--- config.mk ---
export PLATFORM = sky130hd
export DESIGN_NAME = rf_writeback
export DESIGN_NICKNAME = d
export VERILOG_FILES = /design/src/rtl/rf_writeback_pkg.sv /design/src/rtl/wb_fifo.sv /design/src/rtl/rf_writeback.sv
export SDC_FILE = /design/constraint.sdc
export NUM_CORES = 1
export LEC_CHECK = 0
export CAP_MARGIN = 20
export CORE_ASPECT_RATIO = 0.6
export CORE_MARGIN = 10
export CORE_UTILIZATION = 50
export DETAILED_ROUTE_END_ITERATION = 16
export GPL_ROUTABILITY_DRIVEN = 0
export MAX_ROUTING_LAYER = met4
export PLACE_DENSITY = 0.85
export SLEW_MARGIN = 20
export SYNTH_ARGS = -nofsm -noshare
export SYNTH_HDL_FRONTEND = slang
export SYNTH_SLANG_ARGS = --single-unit
--- constraint.sdc ---
create_clock -name clk -period 5.3 [get_ports clk]
set_input_delay 0.795 -clock clk [delete_from_list [all_inputs] [get_ports clk]]
set_output_delay 0.795 -clock clk [all_outputs]
set_load 0.1 [all_outputs]
--- src/rtl/rf_writeback_pkg.sv ---
// Shared types and constants for the register-file writeback stage.
package rf_writeback_pkg;

  localparam int REG_W  = 32;
  localparam int ADDR_W = 5;
  localparam logic [ADDR_W-1:0] ZERO_REG = 5'd0;

  // One queued register write: destination and its data.
  typedef struct packed {
    logic [ADDR_W-1:0] wa;
    logic [REG_W-1:0]  data;
  } wb_entry_t;

  // Result mux: load data or ALU result.
  function automatic logic [REG_W-1:0] wb_select(
    input logic             memtoreg,
    input logic [REG_W-1:0] alu,
    input logic [REG_W-1:0] mem
  );
    return memtoreg ? mem : alu;
  endfunction

endpackage

--- src/rtl/wb_fifo.sv ---
// Small circular FIFO of writeback entries. Exposes its storage, the
// per-slot valid mask and the head pointer so the owner can scan queued
// writes in age order.
module wb_fifo
  import rf_writeback_pkg::*;
#(
  parameter int DEPTH = 2
) (
  input  logic                         clk,
  input  logic                         rst,
  input  logic                         push,
  input  logic                         pop,
  input  wb_entry_t                    wdata,
  output wb_entry_t                    head,
  output wb_entry_t [DEPTH-1:0]        entries,
  output logic [DEPTH-1:0]             valid,
  output logic [$clog2(DEPTH)-1:0]     head_ptr,
  output logic [$clog2(DEPTH):0]       count,
  output logic                         full,
  output logic                         empty
);

  localparam int PTR_W = $clog2(DEPTH);
  localparam int CW    = PTR_W + 1;

  wb_entry_t [DEPTH-1:0] mem;
  logic [PTR_W-1:0]      rd_ptr;
  logic [PTR_W-1:0]      wr_ptr;
  logic                  do_push;
  logic                  do_pop;

  assign full    = (count == CW'(DEPTH));
  assign empty   = (count == '0);
  assign do_push = push && !full;
  assign do_pop  = pop && !empty;

  assign head     = mem[rd_ptr];
  assign entries  = mem;
  assign head_ptr = rd_ptr;

  // Storage needs no reset: slots are only observed through the valid mask.
  always_ff @(posedge clk) begin
    if (do_push) mem[wr_ptr] <= wdata;
  end

  // Pointers wrap naturally (DEPTH is a power of two); count tells full from empty.
  always_ff @(posedge clk or posedge rst) begin
    if (rst) begin
      rd_ptr <= '0;
      wr_ptr <= '0;
      count  <= '0;
    end else begin
      if (do_push) wr_ptr <= wr_ptr + 1'b1;
      if (do_pop)  rd_ptr <= rd_ptr + 1'b1;
      case ({do_push, do_pop})
        2'b10:   count <= count + 1'b1;
        2'b01:   count <= count - 1'b1;
        default: count <= count;
      endcase
    end
  end

  // A slot is live when its distance from the head is below the count.
  always_comb begin
    valid = '0;
    for (int i = 0; i < DEPTH; i++) begin
      valid[i] = (CW'(PTR_W'(i) - rd_ptr) < count);
    end
  end

endmodule

--- src/rtl/rf_writeback.sv ---
// Writeback stage: accepts MEM-stage results, drops writes to $zero,
// queues the rest and retires one register-file write per cycle. Decode
// can look up queued writes through two bypass ports.
module rf_writeback
  import rf_writeback_pkg::*;
#(
  parameter int DEPTH = 2,
  parameter int CNT_W = 16
) (
  input  logic                     clk,
  input  logic                     rst,
  input  logic                     in_valid,
  output logic                     in_ready,
  input  logic                     in_regwrite,
  input  logic                     in_memtoreg,
  input  logic [4:0]               in_wa,
  input  logic [31:0]              in_alu,
  input  logic [31:0]              in_mem,
  input  logic                     rf_stall,
  output logic [31:0]              Din,
  output logic [4:0]               WA,
  output logic                     RegWrite,
  input  logic [4:0]               RA1,
  input  logic [4:0]               RA2,
  output logic                     byp1_hit,
  output logic [31:0]              byp1_data,
  output logic                     byp2_hit,
  output logic [31:0]              byp2_data,
  output logic [$clog2(DEPTH):0]   pending,
  output logic [CNT_W-1:0]         retired
);

  localparam int PTR_W = $clog2(DEPTH);
  localparam int NPORT = 2;

  wb_entry_t               wdata;
  wb_entry_t               head;
  wb_entry_t [DEPTH-1:0]   entries;
  logic [DEPTH-1:0]        valid;
  logic [PTR_W-1:0]        head_ptr;
  logic                    full;
  logic                    empty;
  logic                    accept;
  logic                    push;
  logic                    pop;

  logic [NPORT-1:0][ADDR_W-1:0] ra_vec;
  logic [NPORT-1:0]             hit_vec;
  logic [NPORT-1:0][REG_W-1:0]  data_vec;

  // No pass-through when full, and nothing accepted while reset is held.
  assign in_ready = !full && !rst;
  assign accept   = in_valid && in_ready;
  // $zero and non-writing instructions complete without occupying a slot.
  assign push     = accept && in_regwrite && (in_wa != ZERO_REG);
  assign wdata    = '{wa: in_wa, data: wb_select(in_memtoreg, in_alu, in_mem)};

  assign RegWrite = !empty && !rf_stall;
  assign pop      = RegWrite;
  assign WA       = empty ? '0 : head.wa;
  assign Din      = empty ? '0 : head.data;

  wb_fifo #(.DEPTH(DEPTH)) u_fifo (
    .clk      (clk),
    .rst      (rst),
    .push     (push),
    .pop      (pop),
    .wdata    (wdata),
    .head     (head),
    .entries  (entries),
    .valid    (valid),
    .head_ptr (head_ptr),
    .count    (pending),
    .full     (full),
    .empty    (empty)
  );

  assign ra_vec[0] = RA1;
  assign ra_vec[1] = RA2;

  // Bypass scan, oldest to youngest so the last enqueued match wins.
  // The head still reports while popping: the RF write has not landed yet.
  for (genvar p = 0; p < NPORT; p++) begin : g_byp
    always_comb begin
      logic [PTR_W-1:0] idx;
      hit_vec[p]  = 1'b0;
      data_vec[p] = '0;
      idx         = '0;
      for (int k = 0; k < DEPTH; k++) begin
        idx = head_ptr + PTR_W'(k);
        if (valid[idx] && ra_vec[p] != ZERO_REG && entries[idx].wa == ra_vec[p]) begin
          hit_vec[p]  = 1'b1;
          data_vec[p] = entries[idx].data;
        end
      end
    end
  end

  assign byp1_hit  = hit_vec[0];
  assign byp1_data = data_vec[0];
  assign byp2_hit  = hit_vec[1];
  assign byp2_data = data_vec[1];

  // Count every write issued to the register file; wraps freely.
  always_ff @(posedge clk or posedge rst) begin
    if (rst)      retired <= '0;
    else if (pop) retired <= retired + 1'b1;
  end

endmodule

==> results of run 1 <==
per-layer routing:
| metal | wire length [um] | vias to the layer above |
|---|---|---|
| li1 | - | 3383 |
| met1 | 11030 | 3621 |
| met2 | 11420 | 517 |
| met3 | 2742 | 31 |
| met4 | 272 | 0 |
| met5 | 0 | - |
worst max-delay path, stage by stage, from the launching register on:
cell,delay [ns]
dfrtp_4,0.91
mux2i_1,0.42
xnor2_1,0.26
or2_2,0.90
buf_4,0.34
o2111ai_1,0.15
a32oi_1,0.41
buf_12,0.23
sequential cells by signal, summed over array words and instances (netlist names):
signal / count
u_fifo.entries: 74
u_fifo.head_ptr: 1
u_fifo.count: 2
u_fifo.wr_ptr: 1
retired: 16
cell type report:
class | instances | area [um^2]
Fill cell | 1068 | 4604
Multi-Input combinational cell | 534 | 4270
Sequential cell | 94 | 2726
Timing Repair Buffer | 223 | 2410
Clock buffer | 10 | 250.2
Tap cell | 198 | 247.7
Clock inverter | 6 | 71.32
Inverter | 3 | 11.26
synth_stat cells, types with 5 or more instances:
library cell and n:
xnor2_1 36, dfrtp_1 20, nand3_1 70, a32oi_1 64, edfxtp_1 74, buf_2 26
nor2_1 44, mux2i_4 5, mux2_2 33, mux2i_1 33, buf_6 11, a31oi_1 64
buf_1 6, buf_4 9, clkbuf_1 56, nand2_1 8, o2111ai_1 129
cells in the final DEF (no fill, tap or decap), types with 31 or more instances in the layout:
cell	instances
mux2_2	33
nand3_1	70
a31oi_1	64
buf_4	51
o2111ai_1	129
edfxtp_1	74
nor2_1	41
buf_12	31
mux2i_1	33
clkdlybuf4s50_1	140
xnor2_1	36
a32oi_1	64
metrics by stage:
step / util [%] / setup slack, ns
5_1_grt: 68.44 / 0.3141
2_1_floorplan: - / 0.3532
4_1_cts: 68.44 / 0.5585
6_report: 68.44 / 0.5023
3_5_place_dp: 66.24 / 0.7854
3_3_place_gp: 66.24 / 0.8271
cells by family after synthesis:
group / synth area share, %
AOI/OAI and AO/OA: 28.50
and+or+nand+nor: 10.83
DFF: 36.25
buffers and inverters: 7.796
xor gates and xnor gates: 4.548
muxes: 11.58
adders and majority gates: 0.4998
worst max-delay path by stage:
stage                     to       startpoint  slack [ns]
6_report       byp1_data[15]  u_fifo.head_ptr        0.50
3_3_place_gp    byp1_data[4]           RA1[1]        0.83
4_1_cts        byp1_data[15]  u_fifo.head_ptr        0.56
5_1_grt        byp1_data[15]  u_fifo.head_ptr        0.31
2_1_floorplan  byp1_data[16]  u_fifo.count[1]        0.35
3_5_place_dp    byp1_data[4]           RA1[1]        0.79
==> metrics.cfg, run 1 <==
[timing]
timing.fmax_ghz = 0.2084
fin_crit_sh_pct = 90.52
fin_crit_ns = 4.798
relSlewSlack_pct = 27.12
hold_violations = 0
drv_slew = 0
worstMarginPinSlew_ns = 1.093
setup_viol = 0
rsz0062_at_grt = false
fin_setup_tns_ns = 0
whs_ns = 0.4931
fin_worst_skew_ns = 0.008984

[clocking]
cts_buffers = 9
cts.sinks = 94
clk_pin_slew_ns = 0.07
cts_hold_buf = 0
clkLatencyLatePin_ns = 0.34
clk_path_buf_depth = 2
cts_root_buf = clkbuf_16
post_cts_buffers = 0
htreeDepth = 3
cts_resized = 0
cts_tree = done

[floorplanning]
die_h_um = 114.9
core_area_mm2 = 0.01459
die_area_mm2 = 0.02048
rows = 34
start_util_pct = 51.47
io_pins = 208
die_width_um = 178.2

[detailed_routing]
drtIter0Drc = 1528
drc = 0
firstDrtPassIters = 6
wl_per_cell_um = 23.84
vias = 7552
drt_wl_total_um = 25470
antenna_left = 0
viasPerCell = 7.071

[run]
drv_cap = 0

[placed_design]
dp.cells = 1052
io_buffers = 207
hpwlAfterDp_um = 16930
place_area_mm2 = 0.009666

[global_route]
grt_antenna_before_repair = 0
use_met1_pct = 33.04
grt_first_pass_wirelength_um = 39300
grt_use_met2_pct = 36.75
grt_max_degree = 126
gr-total-overflow = 0
grt_pass1_vias = 6878
grt_busiest_layer = met2
globalRouteMet3Util_pct = 6.090
grtUsageTotal_pct = 24.36

[critical_path]
critPathMaxFanout = 55
r2r_end = u_fifo.entries[34]
start_kind = register
cp.arrival_ns = 4.00
reg2reg_slack_ns = 2.74
r2r_cells = 5
critical_path_class = reg2out
reg2reg_from = u_fifo.count[1]
cp.required_ns = 4.51
crit_path_end_kind = output pin

[min_path]
hold_path_class = reg2reg
hold_start = retired[7]
worstHoldPathCells = 1
whs_endpoint = retired[7]

[yosys]
yosysTopAreaCellShare_pct = 29.59
ys.flop_type = edfxtp_1
yosysTopAreaCell = edfxtp_1
synth_area_leaders = edfxtp_1 (30%), o2111ai_1 (15%), a32oi_1 (7.5%)
ys_seq_area_share_pct = 36.25
syn_inst = 740
synth.cell_area_mm2 = 0.007511
syn-num-nets = 828
yosysWarningCount = 0
synth-edff-count = 74
ys_ff_latch = 94
synthArstFlopShare_pct = 21.28
synth.distinct_cells = 42
syn_area_per_cell_um2 = 10.15

[final_layout]
layout.nets = 953
antennaDiodeCount = 0
drive_gt1_share_pct = 18.28
final_area_mm2 = 0.009987
final_cells = 1068
syn2layout_area_growth_pct = 32.97

[status]
status = finished clean

Power of run 1 is not shown: default switching activity piles up to over one toggle a cycle in this logic, so the estimate is an artifact.
==> run 2: changes to the inputs <==
--- a/config.mk
+++ b/config.mk
@@ -13,7 +13,7 @@
 export GPL_ROUTABILITY_DRIVEN = 0
 export MAX_ROUTING_LAYER = met4
 export PLACE_DENSITY = 0.85
-export SLEW_MARGIN = 20
+export SLEW_MARGIN = 0
 export SYNTH_ARGS = -nofsm -noshare
 export SYNTH_HDL_FRONTEND = slang
 export SYNTH_SLANG_ARGS = --single-unit
==> results of run 2 <==
The final DEF is identical to that of run 1; final timing and power are the same.
Power of run 2 is left out for the same reason.
==> run 3: changes to the inputs <==
--- a/config.mk
+++ b/config.mk
@@ -12,7 +12,7 @@
 export DETAILED_ROUTE_END_ITERATION = 16
 export GPL_ROUTABILITY_DRIVEN = 0
 export MAX_ROUTING_LAYER = met4
-export PLACE_DENSITY = 0.85
+export PLACE_DENSITY = 0.83
 export SLEW_MARGIN = 0
 export SYNTH_ARGS = -nofsm -noshare
 export SYNTH_HDL_FRONTEND = slang
==> metrics.cfg, run 3 (synthesized netlist as in run 1, its figures left out) <==
[status]
status = finished clean  ; unchanged

[critical_path]
cpPeakStageDelay_ns = 0.71  ; was 0.91 ns
crit_path_end_kind = output pin  ; unchanged
cp.arrival_ns = 3.95  ; was 4.00 ns
r2r_cells = 5  ; unchanged
cp.required_ns = 4.51  ; about the same
crit_path_top_delay_cell = or4_4  ; was dfrtp_4
critPathMaxFanout = 65  ; was 55
r2r_end = u_fifo.entries[20]  ; was u_fifo.entries[34]
critical_path_class = in2out  ; was reg2out
reg2reg_from = u_fifo.count[1]  ; unchanged
reg2reg_slack_ns = 3.07  ; was 2.74 ns
start_kind = input pin  ; was register
crit_chain = clkdlybuf4s50_1, or4_1, o22ai_1, or4_4, o2111ai_1, a32oi_1, buf_4  ; was mux2i_1, xnor2_1, or2_2, buf_4, o2111ai_1, a32oi_1, buf_12

[detailed_routing]
drtIter0Drc = 1322  ; was 1528
antenna_left = 0  ; unchanged
wl_per_cell_um = 25.38  ; was 23.84 um
viasPerCell = 7.290  ; was 7.071
drc = 0  ; unchanged
firstDrtPassIters = 6  ; unchanged
drt_wl_total_um = 27080  ; was 25470 um
vias = 7778  ; was 7552

[min_path]
worstHoldPathCells = 1  ; unchanged
hold_path_class = reg2reg  ; unchanged
hold_start = retired[7]  ; unchanged
whs_endpoint = retired[7]  ; unchanged

[global_route]
grt_busiest_layer = met2  ; unchanged
grt_first_pass_wirelength_um = 41860  ; was 39300 um
grt_use_met2_pct = 39.93  ; was 36.75%
use_met1_pct = 33.26  ; was 33.04%
grt_antenna_before_repair = 0  ; unchanged
grtUsageTotal_pct = 25.98  ; was 24.36%
grt_pass1_vias = 7441  ; was 6878
globalRouteMet3Util_pct = 7.204  ; was 6.090%
gr-total-overflow = 0  ; unchanged
grt_max_degree = 85  ; was 126

[clocking]
clkLatencyLatePin_ns = 0.35  ; was 0.34 ns
cts_buffers = 9  ; unchanged
post_cts_buffers = 0  ; unchanged
cts_resized = 0  ; unchanged
clk_pin_slew_ns = 0.07  ; about the same
cts_tree = done  ; unchanged
cts_root_buf = clkbuf_16  ; unchanged
htreeDepth = 3  ; unchanged
cts_hold_buf = 0  ; unchanged
cts.sinks = 94  ; unchanged
clk_path_buf_depth = 2  ; unchanged

[floorplanning]
io_pins = 208  ; unchanged
core_area_mm2 = 0.01459  ; unchanged
die_width_um = 178.2  ; unchanged
start_util_pct = 51.47  ; unchanged
die_area_mm2 = 0.02048  ; unchanged
die_h_um = 114.9  ; unchanged
rows = 34  ; unchanged

[final_layout]
antennaDiodeCount = 0  ; unchanged
layout.nets = 952  ; was 953
largest_reg_flops = 74  ; unchanged
syn2layout_area_growth_pct = 33.98  ; was 32.97%
drive_gt1_share_pct = 17.95  ; was 18.28%
final_cell_mix = clkdlybuf4s50_1 (140), o2111ai_1 (129), edfxtp_1 (74)  ; unchanged
final_common_cell = clkdlybuf4s50_1  ; unchanged

[timing]
worstMarginPinSlew_ns = 1.114  ; was 1.093 ns
fin_crit_ns = 4.743  ; was 4.798 ns
fin_crit_sh_pct = 89.49  ; was 90.52%
rsz0062_at_grt = false  ; unchanged
timing.fmax_ghz = 0.2108  ; was 0.2084 GHz
setup_viol = 0  ; unchanged
drv_slew = 0  ; unchanged
fin_setup_tns_ns = 0  ; unchanged
hold_violations = 0  ; unchanged
fin_worst_skew_ns = 0.008595  ; was 0.008984 ns
relSlewSlack_pct = 25.55  ; was 27.12%

[placed_design]
hpwlAfterDp_um = 17350  ; was 16930 um
io_buffers = 207  ; unchanged

[run]
drv_cap = 0  ; unchanged

-- run 3: cell count changes in the layout (fill, tap and decap cells not counted), sizes merged --
cell | previous run | this run
inv | 8 | 4
clkinv | 0 | 2
buf | 83 | 82
clkbuf | 10 | 11
clkinvlp | 0 | 1
-- run 3: worst max path at each step --
stage,depth (start not counted),start,slack (ns),to
after CTS,7,RA2[1],0.66,byp2_data[12]
after global routing,7,RA2[1],0.50,byp2_data[12]
final,7,RA2[2],0.56,byp2_data[12]
after detailed placement,7,RA2[1],0.68,byp2_data[12]
after global placement,7,RA2[1],0.84,byp2_data[12]
after floorplan,8,u_fifo.count[1],0.35,byp1_data[16]
-- run 3: critical path, delay by kind of cell --
kind	cells	cell delay, ns
AOI/OAI and AO/OA	3	0.94
buffers and inverters	2	0.87
and+or+nand+nor	2	1.29
-- run 3: layer usage --
| metal | vias up | part of all wire, % |
|---|---|---|
| li1 | 3368 | - |
| met1 | 3710 | 39 |
| met2 | 623 | 46 |
| met3 | 77 | 12 |
| met4 | 0 | 2.4 |
| met5 | - | 0 |
-- run 3: layout make-up --
type | count | area [um^2]
clock buffers | 11 | 232.7
clock inverters | 5 | 60.06
fillers | 1064 | 4528
inverters | 3 | 11.26
multi-input cells | 534 | 4270
flip-flops and latches | 94 | 2726
well taps | 198 | 247.7
repair buffers | 222 | 2515
-- run 3: stage by stage --
stage | hold WS (ns) | area, um^2 | util, % | cells | setup slack [ns]
3_3_place_gp | 0.4769 | 9731 | 66.69 | 1049 | 0.8396
2_1_floorplan | 0.4681 | 7511 | - | 740 | 0.3532
3_5_place_dp | 0.4818 | 9771 | 66.96 | 1051 | 0.6811
6_report | 0.4976 | 10060 | 68.97 | 1067 | 0.5568
4_1_cts | 0.4951 | 10060 | 68.97 | 1067 | 0.6629
5_1_grt | 0.5178 | 10060 | 68.97 | 1067 | 0.4970
Power of run 3 is left out for the same reason.
